`src/rtl/perf_counter_bank.sv`:
```
// Bank of programmable event counters with an I/O-bus slave register file.
// Each counter picks one event line, wraps with a sticky overflow, and can raise a level interrupt.
module perf_counter_bank #(
    parameter logic [31:0] BASE_ADDRESS  = 32'hffff0400,
    parameter int          NUM_EVENTS    = 16,
    parameter int          NUM_COUNTERS  = 4,
    parameter int          COUNTER_WIDTH = 48
) (
    input  logic                  clk,
    input  logic                  reset,
    input  logic [NUM_EVENTS-1:0] perf_events,
    input  logic                  io_write_en,
    input  logic                  io_read_en,
    input  logic [31:0]           io_address,
    input  logic [31:0]           io_write_data,
    output logic [31:0]           io_read_data,
    output logic                  overflow_irq
);
    localparam int          HW         = COUNTER_WIDTH - 32;
    localparam logic [31:0] BANK_BYTES = 32'(16 * NUM_COUNTERS);

    // Bus handshake: no back-pressure. A write lands on the edge where io_write_en is
    // high; a read strobe returns data on io_read_data one cycle later, held until the next strobe.
    logic [COUNTER_WIDTH-1:0] count     [NUM_COUNTERS];
    logic [HW-1:0]            hi_shadow [NUM_COUNTERS];
    logic [7:0]               event_sel [NUM_COUNTERS];
    logic [NUM_COUNTERS-1:0]  enable;
    logic [NUM_COUNTERS-1:0]  irq_en;
    logic [NUM_COUNTERS-1:0]  overflow;
    logic                     global_enable;

    logic [31:0]  offset;
    logic         aligned;
    logic         in_bank;
    logic         global_hit;
    logic         clear_all;
    logic [255:0] ev_pad;
    logic [31:0]  read_mux;

    logic [NUM_COUNTERS-1:0] hit;
    logic [NUM_COUNTERS-1:0] wr_ctrl;
    logic [NUM_COUNTERS-1:0] wr_lo;
    logic [NUM_COUNTERS-1:0] wr_hi;
    logic [NUM_COUNTERS-1:0] rd_lo;
    logic [NUM_COUNTERS-1:0] inc;
    logic [NUM_COUNTERS-1:0] ovf_set;

    assign offset     = io_address - BASE_ADDRESS;
    assign aligned    = (io_address[1:0] == 2'b00);
    assign in_bank    = aligned && (offset < BANK_BYTES);
    assign global_hit = aligned && (offset == BANK_BYTES);
    assign clear_all  = io_write_en && global_hit && io_write_data[1];
    // Zero padding to 256 lines makes any out-of-range event_sel select a constant 0.
    assign ev_pad     = 256'(perf_events);

    always_comb begin
        hit     = '0;
        wr_ctrl = '0;
        wr_lo   = '0;
        wr_hi   = '0;
        rd_lo   = '0;
        inc     = '0;
        ovf_set = '0;
        for (int i = 0; i < NUM_COUNTERS; i++) begin
            hit[i]     = in_bank && (offset[7:4] == 4'(i));
            wr_ctrl[i] = io_write_en && hit[i] && (offset[3:2] == 2'd0);
            wr_lo[i]   = io_write_en && hit[i] && (offset[3:2] == 2'd1);
            wr_hi[i]   = io_write_en && hit[i] && (offset[3:2] == 2'd2);
            rd_lo[i]   = io_read_en && hit[i] && (offset[3:2] == 2'd1);
            inc[i]     = global_enable && enable[i] && ev_pad[event_sel[i]];
            // Overflow only when the increment survives the higher-priority writes.
            ovf_set[i] = inc[i] && (&count[i]) && !clear_all && !wr_lo[i] && !wr_hi[i];
        end
    end

    always_comb begin
        read_mux = '0;
        if (global_hit) begin
            read_mux = {31'b0, global_enable};
        end
        for (int i = 0; i < NUM_COUNTERS; i++) begin
            if (hit[i]) begin
                case (offset[3:2])
                    2'd0:    read_mux = {21'b0, overflow[i], irq_en[i], enable[i], event_sel[i]};
                    2'd1:    read_mux = count[i][31:0];
                    2'd2:    read_mux = 32'(hi_shadow[i]);
                    default: read_mux = '0;
                endcase
            end
        end
    end

    always_ff @(posedge clk) begin
        if (reset) begin
            global_enable <= 1'b0;
            io_read_data  <= '0;
            overflow_irq  <= 1'b0;
            enable        <= '0;
            irq_en        <= '0;
            overflow      <= '0;
            for (int i = 0; i < NUM_COUNTERS; i++) begin
                count[i]     <= '0;
                hi_shadow[i] <= '0;
                event_sel[i] <= '0;
            end
        end else begin
            if (io_write_en && global_hit) begin
                global_enable <= io_write_data[0];
            end
            if (io_read_en) begin
                io_read_data <= read_mux;
            end
            overflow_irq <= |(overflow & irq_en);
            for (int i = 0; i < NUM_COUNTERS; i++) begin
                if (clear_all) begin
                    count[i] <= '0;
                end else if (wr_lo[i]) begin
                    count[i][31:0] <= io_write_data;
                end else if (wr_hi[i]) begin
                    count[i][COUNTER_WIDTH-1:32] <= io_write_data[HW-1:0];
                end else if (inc[i]) begin
                    count[i] <= count[i] + COUNTER_WIDTH'(1);
                end
                // The LO read freezes the upper half so a following HI read is coherent.
                if (rd_lo[i]) begin
                    hi_shadow[i] <= count[i][COUNTER_WIDTH-1:32];
                end
                if (wr_ctrl[i]) begin
                    event_sel[i] <= io_write_data[7:0];
                    enable[i]    <= io_write_data[8];
                    irq_en[i]    <= io_write_data[9];
                end
                if (ovf_set[i]) begin
                    overflow[i] <= 1'b1;
                end else if (wr_ctrl[i] && io_write_data[10]) begin
                    overflow[i] <= 1'b0;
                end
            end
        end
    end
endmodule

```
`config.mk`:
```
export PLATFORM = sky130hd
export DESIGN_NAME = perf_counter_bank
export DESIGN_NICKNAME = d
export VERILOG_FILES = /design/src/rtl/perf_counter_bank.sv
export SDC_FILE = /design/constraint.sdc
export NUM_CORES = 1
export LEC_CHECK = 0
export CORE_UTILIZATION = 34
export CTS_BUF_LIST = sky130_fd_sc_hd__clkbuf_4 sky130_fd_sc_hd__clkbuf_8
export CTS_CLUSTER_DIAMETER = 200
export CTS_CLUSTER_SIZE = 16
export DETAILED_ROUTE_END_ITERATION = 8
export PLACE_DENSITY_LB_ADDON = 0.2
export SYNTH_ARGS = -nofsm -noshare
export SYNTH_HDL_FRONTEND = slang
export SYNTH_SLANG_ARGS = --single-unit
```
`constraint.sdc`:
```
create_clock -name clk -period 5.7 [get_ports clk]
set_input_delay 1.14 -clock clk [delete_from_list [all_inputs] [get_ports clk]]
set_output_delay 1.14 -clock clk [all_outputs]
set_load 0.03 [all_outputs]
```
==> summary.txt <==
Global route
  • Grt total ovfl: 0
  • Antenna violations before repair: 1
  • First-pass GRT wire length: roughly 110000 um
  • GRT Util Overall: between 20 and 30%
  • Largest net degree at the start of global routing: 59
  • Vias in the first global route: 16200

Routing
  • Post-route ant nets: 0
  • Vias/cell: 6.00
  • DRC: 0
  • WL/cell: 27.2 um
  • DR vias: approximately 17000
  • DR pass1 iterations: 6
  • First DRT Iteration DRCs: 2360
  • Final WL: 77900 um

Finish
  • Commonest cells after routing, fill and taps aside: edfxtp_1 (288), nand2_1 (224), nand3_1 (188)
  • Area Growth Syn to Fin: 13.2%
  • Final layout net count: between 2000 and 2500
  • Commonest non-fill, non-tap cell in the layout: edfxtp_1
  • Final Instance Area: 22600 um2
  • Fillers: between 5000 and 6000
  • Share of layout cells above drive strength 1: 8.53%

Placed design
  • Hpwl dp: 56500 um
  • Routability cong.: 0.961
  • PortBufs: 116
  • Placed cell area: 22100 um2

Clock network
  • Clock-pin slew on the worst setup and hold paths: around 0.12 ns
  • H-tree Lvls: 1
  • Worst-skew pair later-pin latency: 0.65 ns
  • Sink Count: 334
  • Total CTS buffers: 24
  • CTS max path bufs: 3
  • Setup Buffers After CTS: 0
  • Root buffer cell: clkbuf_8
  • Cts repair resizes: 0
  • Hold buffer count at CTS: 0
  • CTS tree: done

Timing
  • Fmax: between 0.2 and 0.25 GHz
  • Max-slew violations: 0
  • Setup_tns: 0 ns
  • Relative slew slack: 15.8%
  • Period utilization: 76.5%
  • Slew @ Worst Pin: roughly 1.3 ns
  • Setup violations, final: 0
  • Skew final: 0.0429 ns
  • Final Hold Fails: 0
  • Final worst path period need: between 4 and 5 ns
  • Unrepaired setup endpoints after global routing: no

Power
  • Sequential share of power: 59.3%
  • Internal power: 0.00351 W
  • Cell area power density: 215 nW/um2
  • Worst VDD drop: 0.000154 V
  • Leakage: 7.03 nW
  • Switching share of power: 27.7%
  • Clock share of power: 28.8%
  • Logic pwr share: 12.0%
  • Sw power: 0.00134 W

Logic synthesis
  • Share of flip-flops with an asynchronous set or reset: 0%
  • Syn Nets: roughly 2100
  • Ys Warns: 0
  • Primary FF master, synth: edfxtp_1
  • Syn avg cell area: 9.90 um2
  • Number of synthesized flops with an enable pin: 288
  • Synthesized area: 19900 um2
  • Syn Inst Count: 2013
  • Register area share after synthesis: roughly 48%
  • Unique masters post-synth: 70
  • Number of synthesized register bits: ~330

Worst setup path
  • Critical path's top delay family: compound AO/OA/AOI/OAI gates
  • CP peak stage delay: 0.69 ns
  • Req. time, crit path: 5.92 ns
  • Crit. End Element: flip-flop
  • CP cell instances: clkdlybuf4s50_1, nor4_2, and2_1, or3_1, a2bb2oi_1, nor4_4, a41oi_2, buf_4, o221ai_2
  • Worst Path Max Fanout: 16
  • Critical path data arrival time: roughly 4.6 ns
  • Setup CP Type: in2reg
  • Critical path's slowest cell: a2bb2oi_1
  • WP buf/inv: 2
  • Crit path launch: io_address[15]
  • R2r startpoint: event_sel[2][0]$_SDFFCE_PN0P_
  • Startpoint types: input pin

Die
  • Die ar.: a little under 60000 um2
  • Initial Utilization: 34.5%
  • Core area: 57800 um2
  • Die width: 244 um
  • FP Rows: between 80 and 90
  • Die Ht: 244 um
  • # IOs: 117

Min path
  • Worst min path class: reg2reg
  • Hold path startpoint: io_read_data[14]$_SDFFE_PP0P_

Outcome
  • Status: complete, no violations

Run
  • Max cap viols: 0
## Yosys cell counts, types with 6 or more instances
master     number  area share, %
clkbuf_1      101            1.9
a21oi_1       124            3.1
a221oi_1       13           0.57
nor2_1        158            3.0
dfxtp_1        46            4.6
o21ai_0        38           0.95
nor4_1         24           0.75
buf_1          13           0.24
nand3_1       188            4.7
nor3_1         47            1.2
o32ai_1        10           0.44
or3_1           9           0.28
nor2b_1        13           0.41
o22ai_1        72            2.3
a32oi_1         6           0.26
and2_1         65            2.0
o21ai_1        19           0.48
mux4_2         37            4.2
inv_1          28           0.53
nand4_1        44            1.4
a2bb2oi_1       9           0.40
and3_1         34            1.1
xnor2_1       102            4.5
edfxtp_1      288             43
a211oi_1        9           0.34
mux2i_1        45            2.3
nand2_1       224            4.2
buf_2          13           0.33
xor2_1         81            3.6
a22o_1         18           0.79
and4_1         19           0.83
nand2b_1       26           0.82
a22oi_1        10           0.38
## layer usage
| metal | vias up | routed length [um] | GRT usage (%) |
|---|---|---|---|
| met5 | - | 0 | 0 |
| met4 | 0 | 3210 | 9.89 |
| met3 | 119 | 6900 | 3.51 |
| met2 | 945 | 35300 | 39.8 |
| met1 | 8528 | 32500 | 35.5 |
| li1 | 7605 | - | - |
## cell families after synthesis
family | after synthesis | share of synthesized area [%]
AOI/OAI and AO/OA | 372 | 12.1
buffers and inverters | 163 | 3.38
xor gates and xnor gates | 183 | 8.04
muxes | 87 | 6.72
and+or+nand+nor | 870 | 21.5
DFF | 334 | 48.0
adders and majority gates | 4 | 0.251
## worst min-delay path: stages (launching register included)
cell and delay (ns):
dfxtp_1 0.33, nand2b_1 0.06, a21oi_1 0.05
## metrics by stage
step           utilization, %  hold WS [ns]  worst slack [ns]  power [W]  instances
4_1_cts                  39.0         0.481              1.39    0.00487       2863
3_5_place_dp             38.2         0.463             0.696    0.00350       2819
6_report                 39.1         0.481              1.34    0.00485       2864
3_3_place_gp             38.2         0.460             0.808    0.00349       2819
5_1_grt                  39.1         0.504              1.17    0.00499       2864
2_1_floorplan               -         0.438             0.146    0.00319       2013
## layout make-up
type                       instances  area (um2)  area share [%]
sequential                       334        9570            42.4
inverter                          28         105           0.466
antenna                            1        2.50          0.0111
tap                              765         957            4.24
timing repair buffer             176        1660            7.36
multi-input combinational       1516        9790            43.3
clock buffer                      44         493            2.18
## state kept, by name (all words and copies together), names as in the netlist
| register | cells |
|---|---|
| count | 192 |
| hi_shadow | 64 |
| event_sel | 32 |
| io_read_data | 32 |
| enable | 4 |
| irq_en | 4 |
| overflow | 4 |
| global_enable | 1 |
| overflow_irq | 1 |
## worst paths after layout
| path | end | slack, ns | cells past startpoint |
|---|---|---|---|
| hold reg to reg | io_read_data[14]$_SDFFE_PP0P_ | 0.48 | 2 |
| setup / recovery | count[2][46]$_SDFFCE_PN0P_ | 1.34 | 9 |
| setup reg to reg | count[2][19]$_SDFFCE_PN0P_ | 2.09 | 6 |
| hold / removal | io_read_data[14]$_SDFFE_PP0P_ | 0.48 | 2 |
## power by group through the flow
stage          Clock [W]  Combinational [W]  Sequential (W)
2_1_floorplan          0           0.000312         0.00288
6_report         0.00140           0.000581         0.00288
3_5_place_dp           0           0.000569         0.00293
4_1_cts          0.00142           0.000572         0.00287
3_3_place_gp           0           0.000568         0.00292
5_1_grt          0.00150           0.000605         0.00289
(Power assumes the default switching activity.)
